==> src/rtl/bin_bcd_seq.sv <==
// Sequential double-dabble binary-to-BCD converter, one operand bit per cycle.
// Optional macro BCD_SAT_EN: saturate to all-9s and flag ovf when operand > 10^DIGITS-1.
module bin_bcd_seq #(
  parameter int BIN_W  = 6,
  parameter int DIGITS = 2
) (
  input  logic                  clk,
  input  logic                  rst,
  input  logic                  start,
  input  logic [BIN_W-1:0]      bin,
  output logic                  busy,
  output logic                  done,
  output logic [4*DIGITS-1:0]   bcd,
  output logic                  ovf
);

  // Decimal digit count of the largest BIN_W-bit operand.
  function automatic int bin_digits(input int w);
    logic [63:0] v;
    int          n;
    v = (64'd1 << w) - 64'd1;
    n = 1;
    for (int i = 0; i < 20; i++)
      if (v >= 64'd10) begin
        v = v / 64'd10;
        n++;
      end
    return n;
  endfunction

  localparam int NAT = bin_digits(BIN_W);
  localparam int SD  = (NAT > DIGITS) ? NAT : DIGITS;
  localparam int SW  = 4 * SD;
  localparam int CW  = $clog2(BIN_W + 1);

  typedef enum logic [1:0] {IDLE, SHIFT, DONE} state_t;

  state_t                state_q, state_d;
  logic [BIN_W-1:0]      opnd_q, opnd_d;
  logic [SW-1:0]         scr_q, scr_d, scr_adj;
  logic [CW-1:0]         cnt_q, cnt_d;
  logic                  done_q, done_d;
  logic [4*DIGITS-1:0]   bcd_q, bcd_d;

`ifdef BCD_SAT_EN
  function automatic logic [63:0] pow10(input int n);
    logic [63:0] p;
    p = 64'd1;
    for (int i = 0; i < n; i++) p = p * 64'd10;
    return p;
  endfunction

  localparam logic [63:0] MAX_V = pow10(DIGITS) - 64'd1;

  logic ovf_flag_q, ovf_flag_d;
  logic ovf_q, ovf_d;
`endif

  always_comb begin
    scr_adj = scr_q;
    for (int i = 0; i < SD; i++)
      if (scr_q[4*i +: 4] >= 4'd5) scr_adj[4*i +: 4] = scr_q[4*i +: 4] + 4'd3;
  end

  // Next-state logic
  always_comb begin
    state_d = state_q;
    case (state_q)
      IDLE:    if (start) state_d = SHIFT;
      SHIFT:   if (cnt_q == CW'(1)) state_d = DONE;
      DONE:    state_d = IDLE;
      default: state_d = IDLE;
    endcase
  end

  // Datapath next values
  always_comb begin
    opnd_d = opnd_q;
    scr_d  = scr_q;
    cnt_d  = cnt_q;
    bcd_d  = bcd_q;
    done_d = 1'b0;
`ifdef BCD_SAT_EN
    ovf_flag_d = ovf_flag_q;
    ovf_d      = ovf_q;
`endif
    case (state_q)
      IDLE: if (start) begin
        opnd_d = bin;
        scr_d  = '0;
        cnt_d  = CW'(BIN_W);
`ifdef BCD_SAT_EN
        ovf_flag_d = (64'(bin) > MAX_V);
`endif
      end
      SHIFT: begin
        scr_d  = (scr_adj << 1) | SW'(opnd_q[BIN_W-1]);
        opnd_d = opnd_q << 1;
        cnt_d  = cnt_q - CW'(1);
      end
      DONE: begin
        done_d = 1'b1;
`ifdef BCD_SAT_EN
        ovf_d = ovf_flag_q;
        bcd_d = ovf_flag_q ? {DIGITS{4'h9}} : scr_q[4*DIGITS-1:0];
`else
        bcd_d = scr_q[4*DIGITS-1:0];
`endif
      end
      default: ;
    endcase
  end

  always_ff @(posedge clk or posedge rst) begin
    if (rst) begin
      state_q <= IDLE;
      opnd_q  <= '0;
      scr_q   <= '0;
      cnt_q   <= '0;
      done_q  <= 1'b0;
      bcd_q   <= '0;
`ifdef BCD_SAT_EN
      ovf_flag_q <= 1'b0;
      ovf_q      <= 1'b0;
`endif
    end else begin
      state_q <= state_d;
      opnd_q  <= opnd_d;
      scr_q   <= scr_d;
      cnt_q   <= cnt_d;
      done_q  <= done_d;
      bcd_q   <= bcd_d;
`ifdef BCD_SAT_EN
      ovf_flag_q <= ovf_flag_d;
      ovf_q      <= ovf_d;
`endif
    end
  end

  // Outputs
  always_comb begin
    busy = (state_q != IDLE);
    done = done_q;
    bcd  = bcd_q;
`ifdef BCD_SAT_EN
    ovf  = ovf_q;
`else
    ovf  = 1'b0;
`endif
  end

endmodule

==> config.mk <==
export PLATFORM = sky130hd
export DESIGN_NAME = bin_bcd_seq
export DESIGN_NICKNAME = d
export VERILOG_FILES = /design/src/rtl/bin_bcd_seq.sv
export SDC_FILE = /design/constraint.sdc
export NUM_CORES = 1
export LEC_CHECK = 0
export BUFFER_PORTS_ARGS = -buffer_cell sky130_fd_sc_hd__buf_2
export CORE_MARGIN = 3
export CORE_UTILIZATION = 34
export CTS_CLUSTER_SIZE = 10
export DETAILED_ROUTE_END_ITERATION = 12
export SLEW_MARGIN = 10
export SYNTH_ARGS = -nofsm -noshare
export SYNTH_HDL_FRONTEND = slang
export SYNTH_SLANG_ARGS = --single-unit
==> constraint.sdc <==
create_clock -name clk -period 1.9 [get_ports clk]
set_input_delay 0.19 -clock clk [delete_from_list [all_inputs] [get_ports clk]]
set_output_delay 0.19 -clock clk [all_outputs]
set_load 0.02 [all_outputs]
==> impl_metrics.ini <==
[run_status]
outcome = finished, final reports clean

[timing]
layout_setup_ws_ns = 0.373
finalCriticalPeriod_ns = 1.53
skew_ns = 0.00221
rsz0062_at_grt = no
max_freq_mhz = 655
final.setup.tns_ns = 0
hold_ws_ns = 0.142
worstMarginPinSlew_ns = 0.574
slew_headroom_pct = 61.7
slew_violations = 0
setup_viol = 0
hold_viol = 0
final.period_utilization_pct = 80.4

[yosys]
synth_mux_area_share_pct = 0
avgSynthCellArea_sq_um = 9.96
async_flop_share_pct = 100
synth_compound_area_share_pct = 21.0
synth.distinct_cells = 31
yosys_warnings = 0
syn_nets = 152
syn_area_sq_um = 1370
synth-xor-area-share_pct = 0.642
yosys.area_share.simple_pct = 14.2
netlist_instances = 137
synth_top_family_by_area = compound AO/OA/AOI/OAI gates
synth_edf_count = 0
yosysSeqAreaShare_pct = 51.3
yosys.area_share.adder_pct = 5.50
synth_seq_cells = 28
synth_ff_type = dfrtp_1

[final_layout]
area_delta_synth_final_pct = 12.6
layout-drive-gt1-share_pct = 16.2
nets = 170
fill_cells = 381
finalCoreUtilization_pct = 40.7
final_cells = 202
multi_input_area_sq_um = 568
fin_area_sq_um = 1540
regArea_sq_um = 701
diodes = 0

[floorplan]
dieArea_sq_um = 4810
die_h_microns = 69.4
std_cell_rows = 22
top_level_ports = 20
die_w_microns = 69.4
core_sq_um = 3770
initial_core_util_pct = 36.2

[detailed_routing]
drc = 0
firstDrtPassIters = 4
routed_wl_microns = 2530
wl_per_cell_microns = 12.5
drtIter0Drc = 20
vias = 1002
ant_nets = 0
via_per_inst = 4.96

[global_routing]
grt_overflow = 0
grt_max_degree = 29
gr-usage-met1_pct = 15.5
grt_pass1_wl_microns = 4550
grt_busiest_layer = met2
grt_usage_pct = 11.5
antenna_found_initial = 0
first_global_vias = 1021
gr-usage-met2_pct = 18.0
met3_usage_pct = 3.77

[worst_setup_path]
max_stage_delay_ns = 0.68
crit_arrival_ns = 1.72
crit_family = flip-flops
setup.worst_path.end_class = flip-flop
critPathMaxFanout = 18
worst-path-buf-inv = 0
crit_chain = nand2b_1 -> nand2_1 -> o21ai_1
crit_slowest_cell = dfrtp_1
endpoint = bcd[3]
startpoint = state_q[0]
reg2reg_to = bcd[3]
worstSetupPathDepth = 3
worst-setup-path-type = reg -> reg
r2r_slack_ns = 0.37
rr_startpoint = state_q[0]
worst_setup_path_start_kind = flip-flop
worstRegToRegCells = 3
crit_required_ns = 2.09

[clock_network]
clk_pin_slew_ns = 0.09
clk_latency_ns = 0.27
hold_buffers = 1
cts_max_level = 1
cts_buffers = 3
post_cts_resized = 0
clock_path_buffers = 2
cts_tree = built
cts_sinks = 28
cts_root_buffer = clkbuf_8
cts_setup_buffers = 0

[power_and_ir_drop]
finalPower_mw = 2.28
power.leakage_nw = 0.736
peakVddDrop_v = 0.000723
p_per_area_nw_per_um2 = 1490

[placed_design]
dp.cells = 197
place_area_sq_um = 1470
portBuffers = 18
place_ws_ns = 0.379
gp_congestion = 0.719
dp_hpwl_microns = 1820

[run]
maxCapViolCount = 0

[hold_path]
min_path_type = in -> reg
==> logic make-up (layout without fill, tap and decap cells) <==
family                     after synthesis  in the layout
buffers and inverters                   19             36
and+or+nand+nor                         40             40
other                                    1              1
adders and majority gates                6              6
DFF                                     28             28
xor gates and xnor gates                 1              1
AOI/OAI and AO/OA                       42             42
==> flip-flops by register name (all words and copies together) (netlist names) <==
name,cells
done,1
bcd,8
opnd_q,6
scr_q,8
state_q,2
cnt_q,3
==> cell usage in the layout, fill, tap and decap left out <==
master          n
nor2_1          4
o2111ai_1       4
o32ai_1         1
a22oi_1         2
a21oi_1         4
conb_1          1
nand2_1        22
nand3b_1        1
o21ai_0         7
nor3_1          1
xnor2_1         1
dlygate4sd3_1   1
o31ai_1         2
o21bai_4        1
nor2b_1         3
a31oi_1         1
ha_1            6
a32o_1          2
buf_2          18
o21a_1          2
o21ai_1        11
buf_4           1
o211ai_1        2
clkbuf_8        4
or2_1           1
o221ai_1        2
dfrtp_1        28
nand2b_1        4
inv_1          12
and2b_1         1
and3b_1         3
o21ba_2         1
==> worst min-delay path by stage <==
stage	startpoint	end	slack (ns)	cells after the start
5_1_grt	bin[0]	opnd_q[0]	0.14	3
4_1_cts	bin[0]	opnd_q[0]	0.13	3
3_3_place_gp	rst	scr_q[7]	0.27	3
3_5_place_dp	rst	cnt_q[2]	0.28	3
2_1_floorplan	rst	bcd[0]	0.26	1
6_report	bin[0]	opnd_q[0]	0.14	3
==> worst reg2reg max path, cell delays in order (launching register included) <==
cell	delay, ns
dfrtp_1	0.68
nand2b_1	0.55
nand2_1	0.12
o21ai_1	0.10
==> routing by layer <==
layer | up-vias | part of all wire (%)
li1 | 505 | -
met5 | - | 0
met2 | 25 | 46
met1 | 470 | 48
met3 | 2 | 5.7
met4 | 0 | 0.87
==> Yosys cell counts (all sizes together), types with 3 or more instances <==
library cell	number	share of area, %
inv	12	3.3
buf	7	3.8
o2111ai	4	2.6
a21oi	4	1.5
o21ai	18	6.6
and3b	3	1.9
nand2b	4	1.8
dfrtp	28	51
nand2	22	6.0
nor2	4	1.1
nor2b	3	1.4
ha	6	5.5
==> area by class of cell <==
| type | count | share of cell area (%) |
|---|---|---|
| inverters | 12 | 2.93 |
| clock buffers | 4 | 3.58 |
| flip-flops and latches | 28 | 45.6 |
| well taps | 48 | 3.91 |
| repair buffers | 20 | 7.00 |
| multi-input cells | 90 | 37.0 |
==> power breakdown <==
| group | switching (mW) | internal [mW] | total, mW | leakage, nW |
|---|---|---|---|---|
| Clock | 0.175 | 0.185 | 0.360 | 0.0288 |
| Sequential | 0.175 | 0.807 | 0.982 | 0.364 |
| Combinational | 0.548 | 0.391 | 0.940 | 0.343 |
No activity file was read; power rests on OpenSTA's default activity.
